## config.mk

```make
export PLATFORM = sky130hd
export DESIGN_NAME = spram_ctrl
export DESIGN_NICKNAME = d
export VERILOG_FILES = /design/src/rtl/spram_pkg.sv /design/src/rtl/spram_ctrl.sv
export SDC_FILE = /design/constraint.sdc
export NUM_CORES = 1
export LEC_CHECK = 0
export CAP_MARGIN = 15
export CORE_AREA = 2 2 122 124
export DETAILED_ROUTE_END_ITERATION = 7
export DIE_AREA = 0 0 124 126
export HOLD_SLACK_MARGIN = 0.03
export PLACE_DENSITY_LB_ADDON = 0.15
export RECOVER_POWER = 50
export SLEW_MARGIN = 30
export SYNTH_ARGS = -nofsm -noshare
export SYNTH_HDL_FRONTEND = slang
export SYNTH_SLANG_ARGS = --single-unit
```

## constraint.sdc

```tcl
create_clock -name clk -period 2.2 [get_ports clk]
set_input_delay 0.44 -clock clk [delete_from_list [all_inputs] [get_ports clk]]
set_output_delay 0.44 -clock clk [all_outputs]
set_load 0.005 [all_outputs]
```

## src/rtl/spram_pkg.sv

```systemverilog
// spram_pkg: shared types and constants for the SPRAM request/response front end.
//   size_e  : request size encoding as seen on req_size
//   state_e : controller FSM states
//   MASK_*  : SPRAM nibble write masks (bit n enables DI[4n+3:4n])
//   req_is_err : size/alignment legality check applied at accept time
package spram_pkg;

    typedef enum logic [1:0] {
        SZ_BYTE = 2'b00,
        SZ_HALF = 2'b01,
        SZ_WORD = 2'b10,
        SZ_BAD  = 2'b11
    } size_e;

    typedef enum logic [2:0] {
        IDLE = 3'd0,
        ACC0 = 3'd1,
        ACC1 = 3'd2,
        RESP = 3'd3,
        ERR  = 3'd4,
        STBY = 3'd5,
        WAKE = 3'd6
    } state_e;

    localparam logic [3:0] MASK_LO  = 4'b0011;
    localparam logic [3:0] MASK_HI  = 4'b1100;
    localparam logic [3:0] MASK_ALL = 4'b1111;

    // Illegal size, odd halfword, or word32 not on a 4-byte boundary.
    function automatic logic req_is_err(input size_e sz, input logic [1:0] a_lo);
        case (sz)
            SZ_HALF: return a_lo[0];
            SZ_WORD: return (a_lo != 2'b00);
            SZ_BAD:  return 1'b1;
            default: return 1'b0;
        endcase
    endfunction

endpackage

```

## src/rtl/spram_ctrl.sv

```systemverilog
// spram_ctrl: request/response front end for a 16K x 16 single-port SPRAM.
// Byte-addressed byte/half/word32 accesses become one or two 16-bit SPRAM
// cycles; read data returns with fixed latency; standby entry/exit handled.
// Ports:
//   clk, rst            clock (also clocks the SPRAM), async active-high reset
//   req_valid/ready     request handshake; req_we/size/addr/wdata captured on accept
//   rsp_valid/data/err  one-cycle response pulse, zero-extended read data, error flag
//   stdby_req           standby request
//   ram_ad/di/maskwe/we/cs/stdby, ram_do   SPRAM macro pins
module spram_ctrl
    import spram_pkg::*;
#(
    parameter int WAKE_CYCLES = 2,
    parameter int WK_W        = 4
) (
    input  logic        clk,
    input  logic        rst,
    input  logic        req_valid,
    output logic        req_ready,
    input  logic        req_we,
    input  logic [1:0]  req_size,
    input  logic [14:0] req_addr,
    input  logic [31:0] req_wdata,
    output logic        rsp_valid,
    output logic [31:0] rsp_data,
    output logic        rsp_err,
    input  logic        stdby_req,
    output logic [13:0] ram_ad,
    output logic [15:0] ram_di,
    output logic [3:0]  ram_maskwe,
    output logic        ram_we,
    output logic        ram_cs,
    output logic        ram_stdby,
    input  logic [15:0] ram_do
);

    state_e            state_q, state_d;
    logic [14:0]       addr_q, addr_d;
    size_e             size_q, size_d;
    logic              we_q, we_d;
    logic [31:0]       wdata_q, wdata_d;
    logic [15:0]       lo_q, lo_d;
    logic [WK_W-1:0]   wk_cnt_q, wk_cnt_d;

    logic              in_acc;

    // Next-state and capture logic
    always_comb begin
        state_d  = state_q;
        addr_d   = addr_q;
        size_d   = size_q;
        we_d     = we_q;
        wdata_d  = wdata_q;
        lo_d     = lo_q;
        wk_cnt_d = wk_cnt_q;
        case (state_q)
            IDLE: begin
                // Standby wins over a simultaneous request.
                if (stdby_req) begin
                    state_d = STBY;
                end else if (req_valid) begin
                    addr_d  = req_addr;
                    size_d  = size_e'(req_size);
                    we_d    = req_we;
                    wdata_d = req_wdata;
                    state_d = req_is_err(size_e'(req_size), req_addr[1:0]) ? ERR : ACC0;
                end
            end
            ACC0: state_d = (size_q == SZ_WORD) ? ACC1 : RESP;
            ACC1: begin
                // Low half read at the ACC0 edge is on ram_do now; the high
                // half will overwrite it at this edge.
                lo_d    = ram_do;
                state_d = RESP;
            end
            RESP, ERR: state_d = stdby_req ? STBY : IDLE;
            STBY: begin
                if (!stdby_req) begin
                    state_d  = WAKE;
                    wk_cnt_d = WK_W'(WAKE_CYCLES);
                end
            end
            WAKE: begin
                wk_cnt_d = wk_cnt_q - 1'b1;
                if (stdby_req)
                    state_d = STBY;
                else if (wk_cnt_q == WK_W'(1))
                    state_d = IDLE;
            end
            default: state_d = IDLE;
        endcase
    end

    always_ff @(posedge clk or posedge rst) begin
        if (rst) begin
            state_q  <= IDLE;
            addr_q   <= '0;
            size_q   <= SZ_BYTE;
            we_q     <= 1'b0;
            wdata_q  <= '0;
            lo_q     <= '0;
            wk_cnt_q <= '0;
        end else begin
            state_q  <= state_d;
            addr_q   <= addr_d;
            size_q   <= size_d;
            we_q     <= we_d;
            wdata_q  <= wdata_d;
            lo_q     <= lo_d;
            wk_cnt_q <= wk_cnt_d;
        end
    end

    // SPRAM pin decode; everything is zero outside the access states so an
    // async reset deasserts chip select within the same cycle.
    assign in_acc = (state_q == ACC0) || (state_q == ACC1);

    always_comb begin
        ram_cs     = in_acc;
        ram_we     = in_acc && we_q;
        ram_stdby  = (state_q == STBY);
        ram_ad     = '0;
        ram_di     = '0;
        ram_maskwe = '0;
        if (state_q == ACC0) begin
            ram_ad = addr_q[14:1];
            if (size_q == SZ_BYTE) begin
                ram_di = {wdata_q[7:0], wdata_q[7:0]};
                if (we_q)
                    ram_maskwe = addr_q[0] ? MASK_HI : MASK_LO;
            end else begin
                ram_di = wdata_q[15:0];
                if (we_q)
                    ram_maskwe = MASK_ALL;
            end
        end else if (state_q == ACC1) begin
            ram_ad = addr_q[14:1] + 14'd1;
            ram_di = wdata_q[31:16];
            if (we_q)
                ram_maskwe = MASK_ALL;
        end
    end

    // Response decode
    always_comb begin
        rsp_valid = 1'b0;
        rsp_err   = 1'b0;
        rsp_data  = '0;
        if (state_q == RESP) begin
            rsp_valid = 1'b1;
            if (!we_q) begin
                case (size_q)
                    SZ_BYTE: rsp_data = {24'b0, addr_q[0] ? ram_do[15:8] : ram_do[7:0]};
                    SZ_HALF: rsp_data = {16'b0, ram_do};
                    SZ_WORD: rsp_data = {ram_do, lo_q};
                    default: rsp_data = '0;
                endcase
            end
        end else if (state_q == ERR) begin
            rsp_valid = 1'b1;
            rsp_err   = 1'b1;
        end
    end

    assign req_ready = (state_q == IDLE) && !stdby_req;

endmodule

```

After elaboration in Yosys (flattened, before gate mapping):

Cells that the tools add are included.

* bitwise gates (word level): 1
* muxes and demuxes: 33
* $add $sub $neg: 2
* equal/unequal tests: 15
* reductions and logical operators: 12

Operator list (count)
* $pmux 32 s3: 1
* $mux 32: 2
* $mux 16: 3
* $mux 14: 2
* $mux 4: 7
* $mux 3: 7
* $pmux 3 s6: 1
* $add 14x1->14 const B: 1
* $eq 3x3->1 const B: 3
* $mux 8: 1
* $pmux 4 s2: 1
* $mux 1: 7
* $eq 2x2->1 const B: 3
* $eq 3x2->1 const B: 2
* $ne 3x3->1 const B: 2
* $reduce_and 3->1: 2
* $eq 2x1->1 const B: 2
* $eq 4x1->1 const B: 1
* $reduce_bool 2->1: 2
* $sub 4x1->4 const B: 1
* $eq 3x1->1 const B: 1
* $logic_not 3->1: 1
* $pmux 1 s3: 1
* $logic_and 1x1->1: 2
* 7 further kinds: 7

* output and inout bits: 72
* word-level logic and storage cells: 70
* register bits: 73

Depth between registers and ports, before layout:

* word-level depth: 9
* gate-level depth with buffers: 6
* mapped depth without buffers: 5

Least setup slack after synthesis:

Ideal clock, no wire load.

* path kind: reg-to-output
* start: register state_q[0]
* end: output ram_maskwe[3]
* arrival time: 1643 ps
* required time: 1760 ps
* path slack: 117 ps
* path buffers: 4
* stages on the path, launching flop included: 7
* path through: dfrtp_1 > buf_2 > or3b_1 > buf_2 > buf_2 > a21boi_0 > buf_4

* longest elaborated chain between the ends: 3
* elaborated cells on any way between the ends: 4

Ends and longest elaborated chain
* start, declared: RTL line spram_ctrl.sv:37 `state_e state_q, state_d;`
* start signal, assigned: RTL line spram_ctrl.sv:104 `state_q <= state_d;`
* $eq 3x2->1: RTL line spram_ctrl.sv:136 `end else if (state_q == ACC1) begin`
* $mux 4: RTL line spram_ctrl.sv:136
* $mux 4 (*): RTL line spram_ctrl.sv:125 `if (state_q == ACC0) begin`
* end, declared: RTL line spram_ctrl.sv:30 `output logic [3:0] ram_maskwe,`

Every way passes the cells marked *; elsewhere a longest branch is shown, timed or not.

Final worst setup path:

* start: register state_q[0]
* end: output ram_ad[7]

* longest elaborated chain between the ends: 3
* elaborated cells on any way between the ends: 4

Ends and longest elaborated chain
* $eq 3x2->1: RTL line spram_ctrl.sv:136
* $mux 14: RTL line spram_ctrl.sv:136
* $mux 14 (*): RTL line spram_ctrl.sv:125
* end, declared: RTL line spram_ctrl.sv:28 `output logic [13:0] ram_ad,`

Marked as above.

==> run metrics <==
endpoint of the lowest-slack register-to-register path wdata_q[18]; cell at the root of the clock tree clkbuf_16; buffer and inverter count on the worst path 4; transition time at the pin with the least slew margin ~1.1 ns; CP most frequent cell buf_6; endpoint class of the critical path output pin; startpoint class of the critical path flip-flop; Yosys warning count 0; tightest slew margin relative to the limit between 20% and 30%; final hold violation count 0; Top FF cell, synth dfrtp_1; most frequent cells in the layout nand2_1 (69), dfrtp_1 (69), clkdlybuf4s50_1 (68), buf_4 (56), buf_2 (55); fraction of final layout cells with drive strength greater than 1 approximately 45%; Final setup viols 67; mean routed wirelength per cell 16.4 µm; power density over the cells 1310 mW/mm²; Port Buf Inserts about 140; CTS Buf Count 9; cells along the critical path buf_6 > or3b_4 > buf_6 > buf_6 > a41oi_2 > o21ai_2 > o31ai_2 > buf_2; setup tns final -7.70 ns; fraction of synthesis flops using an asynchronous set or reset pin 100%; first-pass detailed-route iteration total 4; GR met2 Demand/Resource between 20% and 30%; area of the placeable core roughly 0.014 mm²; final clock skew 0.00625 ns; number of enable flip-flop cells after synthesis 0; number of diodes 0; DIE WIDTH about 120 µm; fill cell count about 1,300; cell with the largest stage delay on the worst path dfrtp_2; most used routing layer in global routing met2; routability congestion estimate 0.820; unrepaired setup endpoints after global routing true; Worst R2R Setup Slack just over 0.3 ns; critical path peak fanout 5; depth of the worst register-to-register path 7; Area growth, synth to finish 65.4%; maximum clock path buffer count 2; synthesized area per cell 10.3 µm²; number of register bits inferred by synthesis 73; routing usage on met1 ~22%; maximum level of the CTS H-tree 3; count of vias placed by the detailed router slightly above 4,000; Syn Nets around 490; clock latency of the later-clocked register in the worst-skew pair ~0.34 ns; wire length of the first global-routing pass about 22,000 µm; final core utilization about 50%; Critical Path RT roughly 1.8 ns; cell count after synthesis approximately 420; CTS tree built; Leak ~0.0035 µW; area of the die 0.0156 mm²; Critical Path AT 2.05 ns; clock-pin slew of the registers on the worst-case setup and hold paths 0.06 ns; number of design rule violations left after detail routing 0; number of pins exceeding their max-slew limit in the final report 0; min-delay src lo_q[0]; floorplan die height approximately 130 µm; Unique masters post-synth 53; detailed router's first-iteration violation count about 130; Reg-to-Reg Start state_q[2]; post-route setup slack -0.288 ns; cell area after placement 0.00627 mm²; post-layout min period 2.49 ns; GR Layer Usage met3 under 10%; delay of the slowest critical-path stage around 0.43 ns; Worst Setup Path Type flip-flop to output pin; cell type group with the largest total delay on the critical path buffers and inverters; number of standard-cell rows in the floorplan 44; Max Cap Violations 0; end of the worst hold path lo_q[0]; wire length reported by the detailed router between 10,000 and 15,000 µm; Avg Vias per Cell 4.83; sequential cell area fraction in the yosys report between 40 and 50%; Final Cycle Share 113%; DP Wirelength between 9000 and 10,000 µm; boundary pin count ~140; final design instance area without fill approximately 0.007 mm²; aggregate global-route resource usage between 10% and 20%; net count of the finished layout between 700 and 800; violated checks setup timing; run status finished with violations; antenna violations before repair 0; Peak VDD IR approximately 0.52 mV; total global routing overflow 0; max frequency roughly 400 MHz; Worst Hold Path Cells 2; Clock Sink Count 73; starting density of the core 30.2%; netlist area before placement 0.00433 mm²; Antenna Violating Nets Remaining 0; pin count of the biggest net entering global routing 74; Min-Delay Path Class flip-flop to flip-flop; WHS between 0.4 and 0.5 ns; Pwr Total roughly 9400 µW; vias in the first global route between 4,000 and 5,000
logic make-up (layout without fill, tap and decap cells):
family	after synthesis	count (layout)	share of synthesized area [%]
DFF	73	73	42.2
and+or+nand+nor	148	148	16.5
muxes	60	60	19.7
adders and majority gates	3	3	0.867
xor gates and xnor gates	2	2	0.405
AOI/OAI and AO/OA	95	95	15.6
buffers and inverters	38	269	4.71
registers in the layout, summed over array words and instances, names as in the netlist:
name / cells
we_q: 1
wk_cnt_q: 4
size_q: 2
lo_q: 16
addr_q: 15
state_q: 3
wdata_q: 32
final cells by class:
cell class              count  area (µm²)  area share, %
flip-flops and latches     73        1830           25.6
clock buffers               9         225           3.14
clock inverters             7         103           1.43
repair buffers            245        2210           30.8
inverters                   8        33.8          0.472
multi-input cells         308        2530           35.4
well taps                 184         230           3.21
Yosys cell counts, types with 3 or more instances:
library cell | n | area, µm²
a31oi_1 | 5 | 31.3
dfrtp_1 | 73 | 1830
nand2_1 | 74 | 278
buf_6 | 5 | 56.3
buf_2 | 10 | 50.1
clkbuf_1 | 11 | 41.3
and2_1 | 20 | 125
a22oi_1 | 9 | 67.6
a21oi_1 | 10 | 50.1
a22o_1 | 27 | 236
ha_1 | 3 | 37.5
and3_1 | 5 | 31.3
nor2b_1 | 4 | 25.0
nand3_1 | 5 | 25.0
inv_1 | 7 | 26.3
nor2_1 | 20 | 75.1
nand4_1 | 5 | 31.3
mux2_4 | 50 | 751
o21ai_0 | 21 | 105
o31ai_1 | 4 | 30.0
buf_4 | 3 | 22.5
mux2i_1 | 10 | 100
worst register-to-register path, cell delays in order, from the launching register on:
cell and delay, ns:
dfrtp_1 0.45, buf_4 0.17, buf_6 0.13, nor4_4 0.27, buf_4 0.16, nand2_4 0.07, buf_12 0.18, mux2_4 0.35
report_power, final:
part / switching [µW] / total (µW) / leakage, µW / internal, µW
registers: 566 / 2590 / 0.000880 / 2020
logic: 2210 / 5210 / 0.00249 / 3000
clock network: 607 / 1610 / 0.000157 / 1000
total: 3380 / 9410 / 0.00353 / 6030
through the flow:
step / worst slack (ns) / instances
floorplan: 0.117 / 419
global placement: -0.187 / 767
detailed placement: -0.191 / 767
CTS: -0.308 / 831
global route: -0.355 / 834
finish: -0.288 / 834
worst max path at each step:
stage	from	to	slack [ns]	cells after the start
after floorplan	state_q[0]	ram_maskwe[3]	0.12	6
after global placement	state_q[0]	ram_ad[13]	-0.19	5
after detailed placement	state_q[0]	ram_di[11]	-0.19	4
after CTS	state_q[0]	ram_ad[7]	-0.31	8
after global routing	state_q[0]	ram_ad[7]	-0.35	8
final	state_q[0]	ram_ad[7]	-0.29	8
metal layers:
layer | vias to the layer above | share of wire (%) | wire, µm
li1 | 1955 | - | -
met3 | 18 | 6.2 | 849
met2 | 126 | 48 | 6610
met1 | 1932 | 43 | 5940
met4 | 0 | 1.9 | 265
met5 | - | 0 | 0
timing repair:
| item | 4_1_cts | 5_1_grt |
|---|---|---|
| pin swaps | 56 | 14 |
| hold endpoints to repair | 0 | 0 |
| endpoints found under the setup margin | 72 | 68 |
| resized for setup | 382 | 17 |
| gates cloned | 5 | 0 |
| hold buffers | 0 | 0 |
| buffers inserted | 46 | 4 |
(Power assumes the default switching activity.)
